<file path="src/rtl/interrupt_acknowledge_sequencer.sv">
// interrupt_acknowledge_sequencer: raises INT, runs the two-pulse 8086 INTA# cycle, maintains the ISR and drives the vector byte.
// Define PIC_AUTO_EOI_EN to let auto_eoi_config retire the in-service bit on the second INTA# rise.
module interrupt_acknowledge_sequencer #(
    parameter int NUM_LEVELS = 8
) (
    input  logic                  clock,
    input  logic                  reset,
    input  logic [NUM_LEVELS-1:0] interrupt,
    input  logic                  interrupt_acknowledge_n,
    input  logic [2:0]            priority_rotate,
    input  logic [4:0]            vector_base,
    input  logic [NUM_LEVELS-1:0] end_of_interrupt,
    input  logic                  auto_eoi_config,
    output logic                  interrupt_to_cpu,
    output logic [NUM_LEVELS-1:0] in_service_register,
    output logic [NUM_LEVELS-1:0] highest_in_service,
    output logic [NUM_LEVELS-1:0] clear_interrupt_request,
    output logic [7:0]            data_out,
    output logic                  data_out_enable
);

    typedef enum logic [1:0] {IDLE, ACK1, WAIT2, ACK2} state_t;

    localparam logic [NUM_LEVELS-1:0] ONE = 1;

    state_t                state_q, state_d;
    logic                  inta_prev_q;
    logic [2:0]            ack_level_q, ack_level_d;
    logic                  ack_valid_q, ack_valid_d;
    logic                  int_q, int_d;
    logic [NUM_LEVELS-1:0] isr_q, isr_d;
    logic [NUM_LEVELS-1:0] clr_q, clr_d;
    logic [7:0]            dout_q, dout_d;
    logic                  doe_q, doe_d;
    logic [NUM_LEVELS-1:0] set_mask, aeoi_mask;
    logic [2:0]            req_level, idx;
    logic                  fall, rise;

    assign fall = inta_prev_q & ~interrupt_acknowledge_n;
    assign rise = ~inta_prev_q & interrupt_acknowledge_n;

`ifdef PIC_AUTO_EOI_EN
`else
    logic unused_auto_eoi;
    assign unused_auto_eoi = auto_eoi_config;
`endif

    // Encode the winning request; with no request the spurious level 7 is used.
    always_comb begin
        req_level = 3'd7;
        for (int i = NUM_LEVELS - 1; i >= 0; i--)
            if (interrupt[i]) req_level = 3'(i);
    end

    // Acknowledge sequencer: next state, latched level, INT and data bus drive.
    always_comb begin
        state_d     = state_q;
        ack_level_d = ack_level_q;
        ack_valid_d = ack_valid_q;
        int_d       = 1'b0;
        dout_d      = dout_q;
        doe_d       = doe_q;
        set_mask    = '0;
        aeoi_mask   = '0;
        case (state_q)
            IDLE: begin
                int_d = |interrupt;
                if (fall) begin
                    state_d     = ACK1;
                    int_d       = 1'b0;
                    ack_level_d = req_level;
                    ack_valid_d = |interrupt;
                    set_mask    = |interrupt ? ONE << req_level : '0;
                end
            end
            ACK1: state_d = rise ? WAIT2 : ACK1;
            WAIT2: begin
                if (fall) begin
                    state_d = ACK2;
                    dout_d  = {vector_base, ack_level_q};
                    doe_d   = 1'b1;
                end
            end
            ACK2: begin
                if (rise) begin
                    state_d = IDLE;
                    doe_d   = 1'b0;
`ifdef PIC_AUTO_EOI_EN
                    aeoi_mask = (auto_eoi_config && ack_valid_q) ? ONE << ack_level_q : '0;
`endif
                end
            end
            default: state_d = IDLE;
        endcase
    end

    // ISR update: clears first, then a same-cycle set wins; the IRR clear mirrors the set.
    always_comb begin
        isr_d = (isr_q & ~(end_of_interrupt | aeoi_mask)) | set_mask;
        clr_d = set_mask;
    end

    // Highest in-service level: scan from lowest to highest priority so the last hit wins.
    always_comb begin
        highest_in_service = '0;
        idx                = 3'd0;
        for (int i = NUM_LEVELS - 1; i >= 0; i--) begin
            idx = priority_rotate + 3'(i) + 3'd1;
            if (isr_q[idx]) highest_in_service = ONE << idx;
        end
    end

    // State and output registers; reset aborts any sequence in flight.
    always_ff @(posedge clock or posedge reset) begin
        if (reset) begin
            state_q     <= IDLE;
            inta_prev_q <= 1'b1;
            ack_level_q <= 3'd0;
            ack_valid_q <= 1'b0;
            int_q       <= 1'b0;
            isr_q       <= '0;
            clr_q       <= '0;
            dout_q      <= 8'd0;
            doe_q       <= 1'b0;
        end else begin
            state_q     <= state_d;
            inta_prev_q <= interrupt_acknowledge_n;
            ack_level_q <= ack_level_d;
            ack_valid_q <= ack_valid_d;
            int_q       <= int_d;
            isr_q       <= isr_d;
            clr_q       <= clr_d;
            dout_q      <= dout_d;
            doe_q       <= doe_d;
        end
    end

    assign interrupt_to_cpu        = int_q;
    assign in_service_register     = isr_q;
    assign clear_interrupt_request = clr_q;
    assign data_out                = dout_q;
    assign data_out_enable         = doe_q;

endmodule

</file>
<file path="config.mk">
export PLATFORM = sky130hd
export DESIGN_NAME = interrupt_acknowledge_sequencer
export DESIGN_NICKNAME = d
export VERILOG_FILES = /design/src/rtl/interrupt_acknowledge_sequencer.sv
export SDC_FILE = /design/constraint.sdc
export NUM_CORES = 1
export LEC_CHECK = 0
export ABC_AREA = 1
export CORE_UTILIZATION = 45
export DETAILED_ROUTE_END_ITERATION = 8
export PLACE_DENSITY = 0.75
export SYNTH_ARGS = -nofsm -noshare
export SYNTH_HDL_FRONTEND = slang
export SYNTH_SLANG_ARGS = --single-unit
</file>
<file path="constraint.sdc">
create_clock -name clock -period 2.6 [get_ports clock]
set_input_delay 0.39 -clock clock [delete_from_list [all_inputs] [get_ports clock]]
set_output_delay 0.39 -clock clock [all_outputs]
set_load 0.03 [all_outputs]
</file>
* Yosys cells after proc, flatten, opt, wreduce, memory -nomap -nowiden
Index checks and enable logic that the tools add are counted.
Word-level totals: register bits 32, bits of input ports 28, output and inout port bits 34
Cells by class: equal/unequal tests 6, add/subtract/negate cells 14, magnitude comparators 8, shift operators 9, reductions and logical operators 7, bitwise logic cells 7, multiplexer cells 44
Operators by type and width (number):
- 2-to-1 mux 8 bit | 11
- << shifter 1 x 3 -> 8 bit, first input constant | 9
- less-than comparator 3 x 4 -> 1 bit, second input constant | 8
- adder 3 x 1 -> 3 bit, second input constant | 8
- binary-select mux 1 bit (select 3 bit) | 8
- 2-to-1 mux 3 bit | 5
- 2-to-1 mux 1 bit | 13
- adder 3 bit, second input constant | 4
- 2-to-1 mux 2 bit | 5
- bitwise AND 8 bit | 1
- NOT 8 bit | 1
- bitwise OR 8 bit | 1
- one-hot mux 2 bit (4 select lines) | 1
- OR reduction 8 bit | 1
- adder 3 x 2 -> 3 bit, second input constant | 2
- inequality test 2 bit, second input constant | 3
- AND reduction 3 bit | 2
- == test 2 bit, second input constant | 2
- AND reduction 2 bit | 2
- bitwise AND 1 bit | 2
- == test 2 x 1 -> 1 bit, second input constant | 1
- zero test 2 bit | 1
- NOT 1 bit | 2
- one-hot mux 1 bit (2 select lines) | 1
- nonzero test 2 bit | 1

* Logic depth before layout (Yosys ltp)
Gate-level depths: netlist (run 1).
depth after elaboration 12, gate-level depth with buffers 19

* Least setup slack after synthesis (run 1)
Ideal clock, no wire load.
kind input port to output port, start input port priority_rotate[0], end output port highest_in_service[5], arrival 2.468 ns, stages 11, slack -0.258 ns, path buffers 2, cell sequence ha_1 ha_1 inv_1 ha_1 clkbuf_1 o31ai_2 buf_6 o21ai_0 inv_2 nand2_1 nand2_1
On the way: cells in the longest elaborated chain, start to end 12, elaborated cells on any way between the ends 46
Ends and longest elaborated chain:
- start, declared | RTL line 10 | input logic [2:0] priority_rotate,
- adder 3 bit | RTL line 108 | idx = priority_rotate + 3'(i) + 3'd1;
- adder 3 x 1 -> 3 bit | RTL line 108
- binary-select mux 1 bit (select 3 bit) | RTL line 109 | if (isr_q[idx]) highest_in_service = ONE << idx;
- 2-to-1 mux 1 bit (not written as such) | RTL line 109
- 2-to-1 mux 8 bit (7 in a row) | RTL line 109
- 2-to-1 mux 8 bit (*) | RTL line 109
- end, declared | RTL line 16 | output logic [NUM_LEVELS-1:0] highest_in_service,
Mark *: on every way between the ends. The rest lies on a longest branch, timed or not. The select of a mux whose other input is x is not followed.

* Worst setup path after layout (run 1)
start input port priority_rotate[0], end output port highest_in_service[0]
The elaborated chain is that of the path after synthesis.

==> flow_metrics.tcl, run 1 <==
set metrics [dict create \
    fp.dieH_um 80.6 \
    layout_setup_ws_ns -0.00217 \
    synth_cell_types 35 \
    cts_buffer_depth 2 \
    cp_data_arrival_time_ns 2.21 \
    met1_usage_pct 33.5 \
    cts_max_level 2 \
    clock_latency_ns 0.29 \
    numCtsBuffers 5 \
    clk_root_buffer_cell "clkbuf_8" \
    grtUsageTotal_pct 28.0 \
    fin_crit_ns 2.60 \
    grt_overflow 0 \
    use_met3_pct 6.02 \
    grt_max_degree 33 \
    synthesis.nets 472 \
    seqCellArea_um2 802 \
    grtUsageMet2_pct 47.5 \
    drc_errors 0 \
    io_buffer_count 60 \
    yosysSeqAreaShare_pct 28.8 \
    cp-end-kind "primary output" \
    drive_above_1_share_pct 32.7 \
    grt_pass1_vias 3050 \
    placementRows 28 \
    synth_seq_cells 32 \
    cts_tree "built" \
    first_iter_violations 189 \
    synth_top_area_share_pct 27.9 \
    ys_warn_count 0 \
    maxCapViolations 0 \
    p_leak_nw 2.23 \
    drt-total-wl_um 9300 \
    ir_worst_vdd_uv 504 \
    rsz0062_at_grt "true" \
    netlist_area_mm2 0.00278 \
    maxSlewHeadroom_pct 67.3 \
    hold_viol_final 0 \
    vias_per_cell 5.37 \
    final-setup-viol-count 1 \
    grt-busiest-layer "met2" \
    area_growth_syn_to_layout_pct 57.6 \
    dr.pass1.iters 5 \
    worst_setup_path_start_kind "input port" \
    die_x_um 80.6 \
    path_clk_slew_ns 0.07 \
    total_power_mw 2.33 \
    hold_path_class "in2async" \
    setup.worst_path.class "in2out" \
    fp.dieArea_mm2 0.00650 \
    syn_avg_cell_area_um2 6.53 \
    powerDensity_mw_per_mm2 532 \
    final_common_cell "nand2_1" \
    antenna_found_initial 0 \
    final_cell_mix "nand2_1, inv_1, clkdlybuf4s50_1" \
    finalMaxSlewViolations 0 \
    routabilityCongestion 0.921 \
    num_vias 3290 \
    multiInputGateArea_mm2 0.00202 \
    finClkSkew_ns 0.00819 \
    dp_hpwl_um 6260 \
    core_area_mm2 0.00596 \
    io_pins 62 \
    drtAntennaViolNets 0 \
    fin_nets 583 \
    cts.sinks 32 \
    wire_per_inst_um 15.2 \
    num_antenna_cells 0 \
    start_util_pct 46.7 \
    fill_cells 420 \
    synthTopCellsByArea "dfrtp_1, nand2_1, inv_1, ha_1, nand3_1" \
    whs_ns 0.478 \
    crit_fanout 10 \
    yosys.area.top_type "dfrtp_1" \
    violations "negative setup slack" \
    status "finished, violations left" \
    worst-slew-pin-transition_ns 0.488 \
    fmax_mhz 384 \
    hold_buffers 0 \
    cp.required_ns 2.21 \
    syn_inst 426 \
    finalCritPeriodShare_pct 100 \
    grt_pass1_wl_um 13900 \
]
-- worst paths after layout --
| check | start | cells past startpoint | slack, ns | end |
|---|---|---|---|---|
| setup / recovery | priority_rotate[0] | 14 | -0.002 | highest_in_service[0] |
| hold / removal | reset | 3 | 0.48 | data_out[3] |
| setup reg to reg | inta_prev_q | 9 | 0.75 | in_service_register[7] |
| hold reg to reg | data_out_enable | 2 | 0.48 | data_out_enable |
| max in group asynchronous | reset | 3 | 1.81 | inta_prev_q |
| min in group clock | data_out_enable | 2 | 0.48 | data_out_enable |
-- power breakdown --
part | total (mW) | leakage, nW | switching (mW) | internal [mW]
sequential | 0.652 | 0.419 | 0.0540 | 0.598
clock | 0.384 | 0.0479 | 0.198 | 0.186
combinational | 1.30 | 1.77 | 0.732 | 0.566
total | 2.33 | 2.23 | 0.983 | 1.35
-- synthesized netlist by cell type (all sizes together) --
cell      n
o31ai     1
or2       2
nor4      1
o22ai     8
ha       18
clkinv    1
nor2     43
nor3      2
inv      74
nand4     6
o21bai    5
a21boi    1
nand2   150
o21a      1
o21ai    20
buf       6
dfrtp    31
and2      1
a21oi    11
clkbuf    3
mux2      6
dfstp     1
nand3    34
-- per-layer routing --
metal  wire (µm)  vias up
li1            -     1555
met1        3580     1509
met2        4640      181
met3         666       45
met4         418        0
met5           0        -
-- worst max-delay path, stage by stage --
cell and delay (ns):
buf_8 0.10, buf_6 0.12, buf_4 0.19, ha_4 0.19, nor2_4 0.13, a21boi_4 0.24, o31ai_4 0.12, buf_6 0.14
buf_16 0.12, o21ai_1 0.13, inv_1 0.07, nand2_1 0.07, nand2_1 0.05, buf_4 0.16
-- cell families (layout without fill, tap and decap cells) --
kind of cell	count (synthesis)	count (layout)	share of synthesized area, %
adders and majority gates	18	18	8.10
AOI/OAI and AO/OA	47	47	10.1
muxes	6	6	2.43
and+or+nand+nor	239	240	37.7
DFF	32	32	28.8
buffers and inverters	84	195	12.8
-- timing repair --
| action | 4_1_cts | 5_1_grt |
|---|---|---|
| pin swaps | 15 | 34 |
| resized for setup | 56 | 68 |
| endpoints found under the setup margin | 8 | 8 |
| cloned | 2 | 0 |
| setup buffers | 4 | 2 |
-- registers in the layout, indices dropped and copies added (netlist names), named ones only --
signal                   flops
interrupt_to_cpu             1
data_out_enable              1
inta_prev_q                  1
data_out                     8
ack_level_q                  3
clear_interrupt_request      8
in_service_register          8
state_q                      1
-- per-stage QoR --
stage	area [µm²]	std cells	setup TNS (ns)	worst slack, ns	utilization (%)
5_1_grt	4380	613	-0.471	-0.0972	73.6
2_1_floorplan	2810	426	-0.00340	-0.00340	-
3_3_place_gp	3750	597	-3.92	-0.523	63.0
3_5_place_dp	3750	597	-4.00	-0.529	63.0
6_report	4380	613	-0.00217	-0.00217	73.6
4_1_cts	4110	611	0	0.00810	69.0
-- area by class of cell --
class                           instances  area share [%]
Clock inverter                          3           0.428
Clock buffer                            5            1.57
Multi-Input combinational cell        311            46.0
Timing Repair Buffer                  112            24.5
Inverter                               75            6.99
Tap cell                               75            2.14
Sequential cell                        32            18.3
Power figures use the tool's default switching activity.
==> run 2, diff against run 1 <==
- ABC_CLOCK_PERIOD_IN_PS: default -> 2600
==> results of run 2 <==
Same layout as run 1: the final DEF is identical, and so are final timing and power.
==> run 3, diff against run 2 <==
- SLEW_MARGIN: default -> 40
==> results of run 3 <==
Same layout as run 1: the final DEF is identical, and so are final timing and power.
